[config.mk]
export PLATFORM = sky130hd
export DESIGN_NAME = instruction_fetch
export DESIGN_NICKNAME = d
export VERILOG_FILES = /design/src/rtl/instruction_fetch_pkg.sv /design/src/rtl/instruction_fetch_fifo.sv /design/src/rtl/instruction_fetch.sv
export SDC_FILE = /design/constraint.sdc
export NUM_CORES = 1
export LEC_CHECK = 0
export BUFFER_PORTS_ARGS = -buffer_cell sky130_fd_sc_hd__buf_2
export CELL_PAD_IN_SITES_DETAIL_PLACEMENT = 1
export CELL_PAD_IN_SITES_GLOBAL_PLACEMENT = 1
export CORE_MARGIN = 10
export CORE_UTILIZATION = 51
export CTS_CLUSTER_SIZE = 30
export DETAILED_ROUTE_END_ITERATION = 8
export HOLD_SLACK_MARGIN = 0.08
export PLACE_DENSITY_LB_ADDON = 0.1
export SLEW_MARGIN = 5
export SYNTH_ARGS = -nofsm -noshare
export SYNTH_HDL_FRONTEND = slang
export SYNTH_SLANG_ARGS = --single-unit
export TNS_END_PERCENT = 1
[constraint.sdc]
create_clock -name clk -period 2.9 [get_ports clk]
set_input_delay 0.145 -clock clk [delete_from_list [all_inputs] [get_ports clk]]
set_output_delay 0.145 -clock clk [all_outputs]
set_load 0.1 [all_outputs]
[src/rtl/instruction_fetch_pkg.sv]
// Shared types and constants for the instruction fetch front end.
package instruction_fetch_pkg;

    localparam int XLEN = 32;
    localparam int ILEN = 32;

    // First PC fetched out of reset.
    localparam logic [XLEN-1:0] RESET_VECTOR = 32'h0000_0000;

    // Canonical no-op (addi x0, x0, 0).
    localparam logic [ILEN-1:0] NOP = 32'h0000_0013;

    // Sequential fetch step, one 32-bit word.
    localparam logic [XLEN-1:0] PC_STEP = 32'h0000_0004;

    // One buffered fetch result as seen by the decoder.
    typedef struct packed {
        logic [ILEN-1:0] instruction;
        logic [XLEN-1:0] pc;
        logic            fault;
    } fetch_entry_t;

    // Forces a PC onto a word boundary; low two bits are never meaningful.
    function automatic logic [XLEN-1:0] align_pc(input logic [XLEN-1:0] addr);
        return {addr[XLEN-1:2], 2'b00};
    endfunction

    // Circular-buffer index advance for buffers whose depth need not be a power of two.
    function automatic int wrap_inc(input int idx, input int depth);
        return (idx >= depth - 1) ? 0 : idx + 1;
    endfunction

endpackage

[src/rtl/instruction_fetch_fifo.sv]
// Small synchronous FIFO of fetch entries with a single-cycle flush.
// The head entry is read straight out of the storage registers so the
// decoder-facing outputs come from flops. Push and pop in the same cycle
// are allowed at any fill level, including full.
module instruction_fetch_fifo
    import instruction_fetch_pkg::*;
#(
    parameter int DEPTH = 4,
    localparam int PW = (DEPTH > 1) ? $clog2(DEPTH) : 1,
    localparam int CW = $clog2(DEPTH + 1)
) (
    input  logic          clk,
    input  logic          rst_n,
    input  logic          flush,
    input  logic          push,
    input  fetch_entry_t  push_entry,
    input  logic          pop,
    output fetch_entry_t  head,
    output logic          empty,
    output logic [CW-1:0] count
);

    fetch_entry_t  mem_r [DEPTH];
    logic [PW-1:0] rd_ptr_r;
    logic [PW-1:0] wr_ptr_r;
    logic [CW-1:0] count_r;

    logic          do_pop_s;
    logic          do_push_s;

    // Qualify push/pop against the current fill level.
    always_comb begin
        do_pop_s  = pop && (count_r != {CW{1'b0}});
        do_push_s = push && ((count_r != CW'(DEPTH)) || do_pop_s);
    end

    // Read/write pointers and occupancy; flush empties the buffer in one cycle.
    always_ff @(posedge clk or negedge rst_n) begin
        if (!rst_n) begin
            rd_ptr_r <= {PW{1'b0}};
            wr_ptr_r <= {PW{1'b0}};
            count_r  <= {CW{1'b0}};
        end else if (flush) begin
            rd_ptr_r <= {PW{1'b0}};
            wr_ptr_r <= {PW{1'b0}};
            count_r  <= {CW{1'b0}};
        end else begin
            if (do_push_s) begin
                wr_ptr_r <= PW'(wrap_inc(int'(wr_ptr_r), DEPTH));
            end
            if (do_pop_s) begin
                rd_ptr_r <= PW'(wrap_inc(int'(rd_ptr_r), DEPTH));
            end
            case ({do_push_s, do_pop_s})
                2'b10:   count_r <= count_r + CW'(1);
                2'b01:   count_r <= count_r - CW'(1);
                default: count_r <= count_r;
            endcase
        end
    end

    // Entry storage; cleared on reset so the head reads as all-zero afterwards.
    always_ff @(posedge clk or negedge rst_n) begin
        if (!rst_n) begin
            for (int i = 0; i < DEPTH; i++) begin
                mem_r[i] <= '0;
            end
        end else if (do_push_s && !flush) begin
            mem_r[wr_ptr_r] <= push_entry;
        end
    end

    assign head  = mem_r[rd_ptr_r];
    assign empty = (count_r == {CW{1'b0}});
    assign count = count_r;

endmodule

[src/rtl/instruction_fetch.sv]
// Instruction fetch: owns the PC, issues in-order word reads to instruction
// memory, buffers returned words together with their PC and hands them to the
// decoder over valid/ready. Redirects flush the buffer and arm a drop counter
// so responses to requests issued before the redirect are thrown away.
//
// Requests are only issued when a buffer slot is guaranteed for the response
// (outstanding + buffered < FIFO_DEPTH), because memory responses cannot be
// back-pressured.
module instruction_fetch
    import instruction_fetch_pkg::*;
#(
    parameter logic [31:0] RESET_PC   = RESET_VECTOR,
    parameter int          FIFO_DEPTH = 4
) (
    input  logic        clk,
    input  logic        rst_n,
    output logic        imem_req_valid,
    input  logic        imem_req_ready,
    output logic [31:0] imem_req_addr,
    input  logic        imem_rsp_valid,
    input  logic [31:0] imem_rsp_data,
    input  logic        imem_rsp_err,
    output logic        inst_valid,
    input  logic        inst_ready,
    output logic [31:0] instruction,
    output logic [31:0] inst_pc,
    output logic        inst_fault,
    input  logic        redirect_valid,
    input  logic [31:0] redirect_pc
);

    localparam int CW = $clog2(FIFO_DEPTH + 1);
    localparam int PW = $clog2(FIFO_DEPTH);

    // Architectural fetch state.
    logic [XLEN-1:0] pc_r;
    logic [CW-1:0]   outstanding_r;
    logic [CW-1:0]   drop_r;

    // In-order queue of PCs for requests whose responses will be kept.
    logic [XLEN-1:0] pcq_mem_r [FIFO_DEPTH];
    logic [PW-1:0]   pcq_rd_r;
    logic [PW-1:0]   pcq_wr_r;

    // Next-state and control signals.
    logic [XLEN-1:0] pc_next_s;
    logic [CW-1:0]   outstanding_next_s;
    logic [CW-1:0]   drop_next_s;
    logic [CW:0]     in_use_s;
    logic            credit_s;
    logic            req_valid_s;
    logic            req_fire_s;
    logic            rsp_drop_s;
    logic            rsp_keep_s;

    // Buffer interface.
    fetch_entry_t    fifo_push_entry_s;
    fetch_entry_t    fifo_head_s;
    logic            fifo_empty_s;
    logic [CW-1:0]   fifo_count_s;
    logic            fifo_pop_s;

    // Credit check, request issue and response classification.
    always_comb begin
        in_use_s    = {1'b0, outstanding_r} + {1'b0, fifo_count_s};
        credit_s    = (in_use_s < (CW+1)'(FIFO_DEPTH));
        req_valid_s = !redirect_valid && credit_s;
        req_fire_s  = req_valid_s && imem_req_ready;
        rsp_drop_s  = imem_rsp_valid && (redirect_valid || (drop_r != {CW{1'b0}}));
        rsp_keep_s  = imem_rsp_valid && !rsp_drop_s;
        fifo_pop_s  = !fifo_empty_s && inst_ready;

        fifo_push_entry_s.instruction = imem_rsp_data;
        fifo_push_entry_s.pc          = pcq_mem_r[pcq_rd_r];
        fifo_push_entry_s.fault       = imem_rsp_err;
    end

    // Next PC, outstanding-request count and stale-response drop count.
    always_comb begin
        pc_next_s          = pc_r;
        outstanding_next_s = outstanding_r;
        drop_next_s        = drop_r;

        if (redirect_valid) begin
            pc_next_s = align_pc(redirect_pc);
        end else if (req_fire_s) begin
            pc_next_s = pc_r + PC_STEP;
        end else begin
            pc_next_s = pc_r;
        end

        case ({req_fire_s, imem_rsp_valid})
            2'b10:   outstanding_next_s = outstanding_r + CW'(1);
            2'b01:   outstanding_next_s = outstanding_r - CW'(1);
            default: outstanding_next_s = outstanding_r;
        endcase

        // Everything still in flight at a redirect is stale; a response landing
        // in the redirect cycle itself is discarded here and not counted again.
        if (redirect_valid) begin
            if (imem_rsp_valid && (outstanding_r != {CW{1'b0}})) begin
                drop_next_s = outstanding_r - CW'(1);
            end else begin
                drop_next_s = outstanding_r;
            end
        end else if (rsp_drop_s) begin
            drop_next_s = drop_r - CW'(1);
        end else begin
            drop_next_s = drop_r;
        end
    end

    // PC and request/drop counters.
    always_ff @(posedge clk or negedge rst_n) begin
        if (!rst_n) begin
            pc_r          <= RESET_PC;
            outstanding_r <= {CW{1'b0}};
            drop_r        <= {CW{1'b0}};
        end else begin
            pc_r          <= pc_next_s;
            outstanding_r <= outstanding_next_s;
            drop_r        <= drop_next_s;
        end
    end

    // PC queue pointers; a redirect forgets every PC still waiting for data.
    always_ff @(posedge clk or negedge rst_n) begin
        if (!rst_n) begin
            pcq_rd_r <= {PW{1'b0}};
            pcq_wr_r <= {PW{1'b0}};
        end else if (redirect_valid) begin
            pcq_rd_r <= {PW{1'b0}};
            pcq_wr_r <= {PW{1'b0}};
        end else begin
            if (req_fire_s) begin
                pcq_wr_r <= PW'(wrap_inc(int'(pcq_wr_r), FIFO_DEPTH));
            end
            if (rsp_keep_s) begin
                pcq_rd_r <= PW'(wrap_inc(int'(pcq_rd_r), FIFO_DEPTH));
            end
        end
    end

    // PC queue storage, written with the address of each accepted request.
    always_ff @(posedge clk or negedge rst_n) begin
        if (!rst_n) begin
            for (int i = 0; i < FIFO_DEPTH; i++) begin
                pcq_mem_r[i] <= {XLEN{1'b0}};
            end
        end else if (req_fire_s) begin
            pcq_mem_r[pcq_wr_r] <= pc_r;
        end
    end

    instruction_fetch_fifo #(
        .DEPTH (FIFO_DEPTH)
    ) u_fifo (
        .clk        (clk),
        .rst_n      (rst_n),
        .flush      (redirect_valid),
        .push       (rsp_keep_s),
        .push_entry (fifo_push_entry_s),
        .pop        (fifo_pop_s),
        .head       (fifo_head_s),
        .empty      (fifo_empty_s),
        .count      (fifo_count_s)
    );

    // Request valid is forced low while reset is held, independent of any clock.
    assign imem_req_valid = req_valid_s && rst_n;
    assign imem_req_addr  = pc_r;

    assign inst_valid  = !fifo_empty_s;
    assign instruction = fifo_head_s.instruction;
    assign inst_pc     = fifo_head_s.pc;
    assign inst_fault  = fifo_head_s.fault;

endmodule

==> impl_metrics.sql <==
INSERT INTO impl_metrics (metric_group, metric, value, unit) VALUES
('drt', 'wl', '45.31', 'mm'),
('sta', 'unrepaired_setup_endpoints_after_global_routing', 'false', ''),
('yosys', 'synthTopCellsByCount', '419 x sky130_fd_sc_hd__dfrtp_1, 294 x sky130_fd_sc_hd__mux2_2, 93 x sky130_fd_sc_hd__mux4_2, 54 x sky130_fd_sc_hd__mux2_4, 46 x sky130_fd_sc_hd__nand2_1', ''),
('drt', 'drt_drc_violations_left', '0', ''),
('floorplanning', 'floorplan.rows', '71', ''),
('placement', 'portBuffers', '163', ''),
('finish', 'design.final.nets', '1551', ''),
('hold_path', 'holdCritPathClass', 'input pin to asynchronous set/reset pin', ''),
('sta', 'final-hold-violation-count', '0', ''),
('clock_tree', 'ctsRootBufferMaster', 'sky130_fd_sc_hd__clkbuf_16', ''),
('power', 'power_density', '1061', 'mW/mm²'),
('yosys', 'synthDistinctLibCells', '50', ''),
('worst_setup_path', 'worstSetupPathType', 'flip-flop to output port', ''),
('clock_tree', 'clk_lat_worst_skew', '0.57', 'ns'),
('floorplanning', 'num_io_pins', '170', ''),
('finish', 'drive_gt1_share', '48.59', '%'),
('sta', 'relSlewSlack', '53.20', '%'),
('worst_setup_path', 'crit_path_start', 'u_fifo.rd_ptr_r[0]$_DFFE_PN0P_', ''),
('drt', 'dr.first_iter.drc_count', '459', ''),
('drt', 'drt_pre_antenna_iters', '4', ''),
('finish', 'n_fill_cell', '3458', ''),
('sta', 'tns', '0', 'ns'),
('clock_tree', 'clock_tree.buffer_depth', '3', ''),
('floorplanning', 'design.die.area', '0.04595', 'mm²'),
('clock_tree', 'postCtsSetupRepairBufs', '0', ''),
('clock_tree', 'cts_made_buffers', '46', ''),
('worst_setup_path', 'cpMaxStageDelayCell', 'sky130_fd_sc_hd__dfrtp_4', ''),
('finish', 'final_cell_count_no_fill', '2005', ''),
('worst_setup_path', 'cp_data_required_time', '2.76', 'ns'),
('sta', 'total_setup_violations_reported_at_the_end_of_the_flow', '0', ''),
('yosys', 'synthesis.instances', '1238', ''),
('grt', 'maximum_number_of_pins_on_one_net_before_global_route_repair', '85', ''),
('drt', 'via_per_inst', '5.582', ''),
('worst_setup_path', 'crit_path_max_fanout', '16', ''),
('yosys', 'syn-cell-area', '0.01926', 'mm²'),
('worst_setup_path', 'setup.worst_path.start_class', 'flip-flop', ''),
('worst_setup_path', 'cp_cell_sequence', 'buf_4 -> mux4_2 -> buf_2', ''),
('drt', 'avgRoutedWirePerCell', '22.60', 'µm'),
('floorplanning', 'core_region_area', '0.03749', 'mm²'),
('yosys', 'synth_edf_count', '0', ''),
('worst_setup_path', 'critical-path-max-stage-delay', '0.66', 'ns'),
('yosys', 'synthTopCellsByArea', 'sky130_fd_sc_hd__dfrtp_1 54%, sky130_fd_sc_hd__mux2_2 17%, sky130_fd_sc_hd__mux4_2 11%', ''),
('floorplanning', 'dieWidth', '214.4', 'µm'),
('grt', 'antenna_found_initial', '0', ''),
('placement', 'place_inst', '1857', ''),
('yosys', 'avgSynthCellArea', '15.56', 'µm²'),
('clock_tree', 'hold_buffers', '67', ''),
('sta', 'tcrit_tclk_final', '88.03', '%'),
('run_status', 'status', 'complete, no violations', ''),
('sta', 'finalMaxSlewViolations', '0', ''),
('finish', 'flow.area_growth_from_synthesis', '18.50', '%'),
('worst_setup_path', 'critical_path.n_buffers_inverters', '2', ''),
('yosys', 'synthArstFlopShare', '100.0', '%'),
('power', 'power.ir.vdd_worst', '570.8', 'µV'),
('placement', 'place_congestion', '0.7549', ''),
('worst_setup_path', 'critical_path.endpoint_type', 'output port', ''),
('sta', 'timing.final.ws_setup', '0.3472', 'ns'),
('grt', 'grt_usage', '20.03', '%'),
('yosys', 'synth.largest_area_cell', 'sky130_fd_sc_hd__dfrtp_1', ''),
('finish', 'antennaDiodeCount', '0', ''),
('power', 'total_leakage_power', '10.99', 'nW'),
('sta', 'max_freq', '391.7', 'MHz'),
('placement', 'dp_hpwl', '28.12', 'mm'),
('job', 'drv.max_cap_violation_count', '0', ''),
('worst_setup_path', 'critPathArrivalTime', '2.41', 'ns'),
('yosys', 'synth.top_cell.area_share', '54.43', '%'),
('floorplanning', 'die_h', '214.4', 'µm'),
('clock_tree', 'clock_sinks', '419', ''),
('clock_tree', 'clkTransAtPathRegs', '0.06', 'ns'),
('yosys', 'yosysSeqAreaShare', '54.43', '%'),
('sta', 'clock_skew', '0.02103', 'ns');
## sequential cells by signal, indices dropped and copies added, names as in the netlist
register	flops
pcq_rd_r	2
outstanding_r	3
imem_req_addr	30
u_fifo.count	3
u_fifo.mem_r	252
u_fifo.wr_ptr_r	2
u_fifo.rd_ptr_r	2
pcq_wr_r	2
pcq_mem_r	120
drop_r	3
## placed cells by master (no fill, tap or decap), types with 14 or more instances in the layout
cell type and n:
sky130_fd_sc_hd__nor2_1 18, sky130_fd_sc_hd__buf_2 162, sky130_fd_sc_hd__inv_1 15, sky130_fd_sc_hd__mux4_2 93, sky130_fd_sc_hd__mux2_4 54, sky130_fd_sc_hd__buf_12 14
sky130_fd_sc_hd__o21ai_0 20, sky130_fd_sc_hd__xnor2_1 34, sky130_fd_sc_hd__ha_1 18, sky130_fd_sc_hd__dlygate4sd3_1 67, sky130_fd_sc_hd__clkbuf_16 46, sky130_fd_sc_hd__nand2_1 46
sky130_fd_sc_hd__mux2_2 294, sky130_fd_sc_hd__mux2_1 26, sky130_fd_sc_hd__dfrtp_1 416
## metrics by stage
step	cell area [µm²]	hold WS, ns	utilization (%)	total power [W]
finish	22830	0.09096	60.89	0.02422
global route	22830	0.1173	60.89	0.02539
CTS	22830	0.08370	60.89	0.02449
detailed placement	20660	0.09938	55.11	0.01849
global placement	20660	0.09465	55.11	0.01822
floorplan	19270	-0.1506	-	0.01647
## routing by layer
layer  part of all wire, %  track usage [%]  vias to the layer above
li1                      -                -                     4991
met1                    45            26.77                     5950
met2                    49            33.79                      196
met3                   3.7            3.357                       54
met4                   1.5            4.325                        0
met5                     0                0                        -
## kinds of logic (layout without fill, tap and decap cells)
logic type,Yosys count,in the layout,synth area share [%]
buf+inv,100,353,2.806
compound gates,48,48,1.332
other cells,1,4,0.01947
flops,419,419,54.43
fa+ha+maj,19,19,1.273
mux,471,471,34.00
xor+xnor,41,41,1.864
simple gates,139,139,4.280
## final cells by class
cell class / count / area [µm²] / area share, %
sequential: 419 / 10490 / 45.96
multi-input combinational: 722 / 8269 / 36.22
timing repair buffer: 257 / 1874 / 8.210
clock buffer: 63 / 1305 / 5.717
tap: 511 / 639.4 / 2.801
clock inverter: 18 / 192.7 / 0.8441
inverter: 15 / 56.30 / 0.2466
## power by group
group | leakage (nW) | internal (W) | switching, W | total [W]
clock network | 0.739 | 0.00342 | 0.00238 | 0.00580
logic | 4.67 | 0.00325 | 0.00691 | 0.0102
registers | 5.57 | 0.00727 | 0.000987 | 0.00826
total | 11.0 | 0.0139 | 0.0103 | 0.0242
## worst paths after layout
kind                       slack (ns)  cells after the start                       endpoint
setup / recovery                 0.35                      3                instruction[15]
hold / removal                   0.09                      2  u_fifo.mem_r[254]$_DFFE_PN0P_
setup reg to reg                 0.44                      6      pcq_mem_r[19]$_DFFE_PN0P_
hold reg to reg                  0.48                      1  u_fifo.mem_r[121]$_DFFE_PN0P_
max in group asynchronous        1.56                      4   u_fifo.mem_r[38]$_DFFE_PN0P_
min in group clk                 0.34                      7   outstanding_r[0]$_DFFE_PN0P_
(Power assumes the default switching activity.)
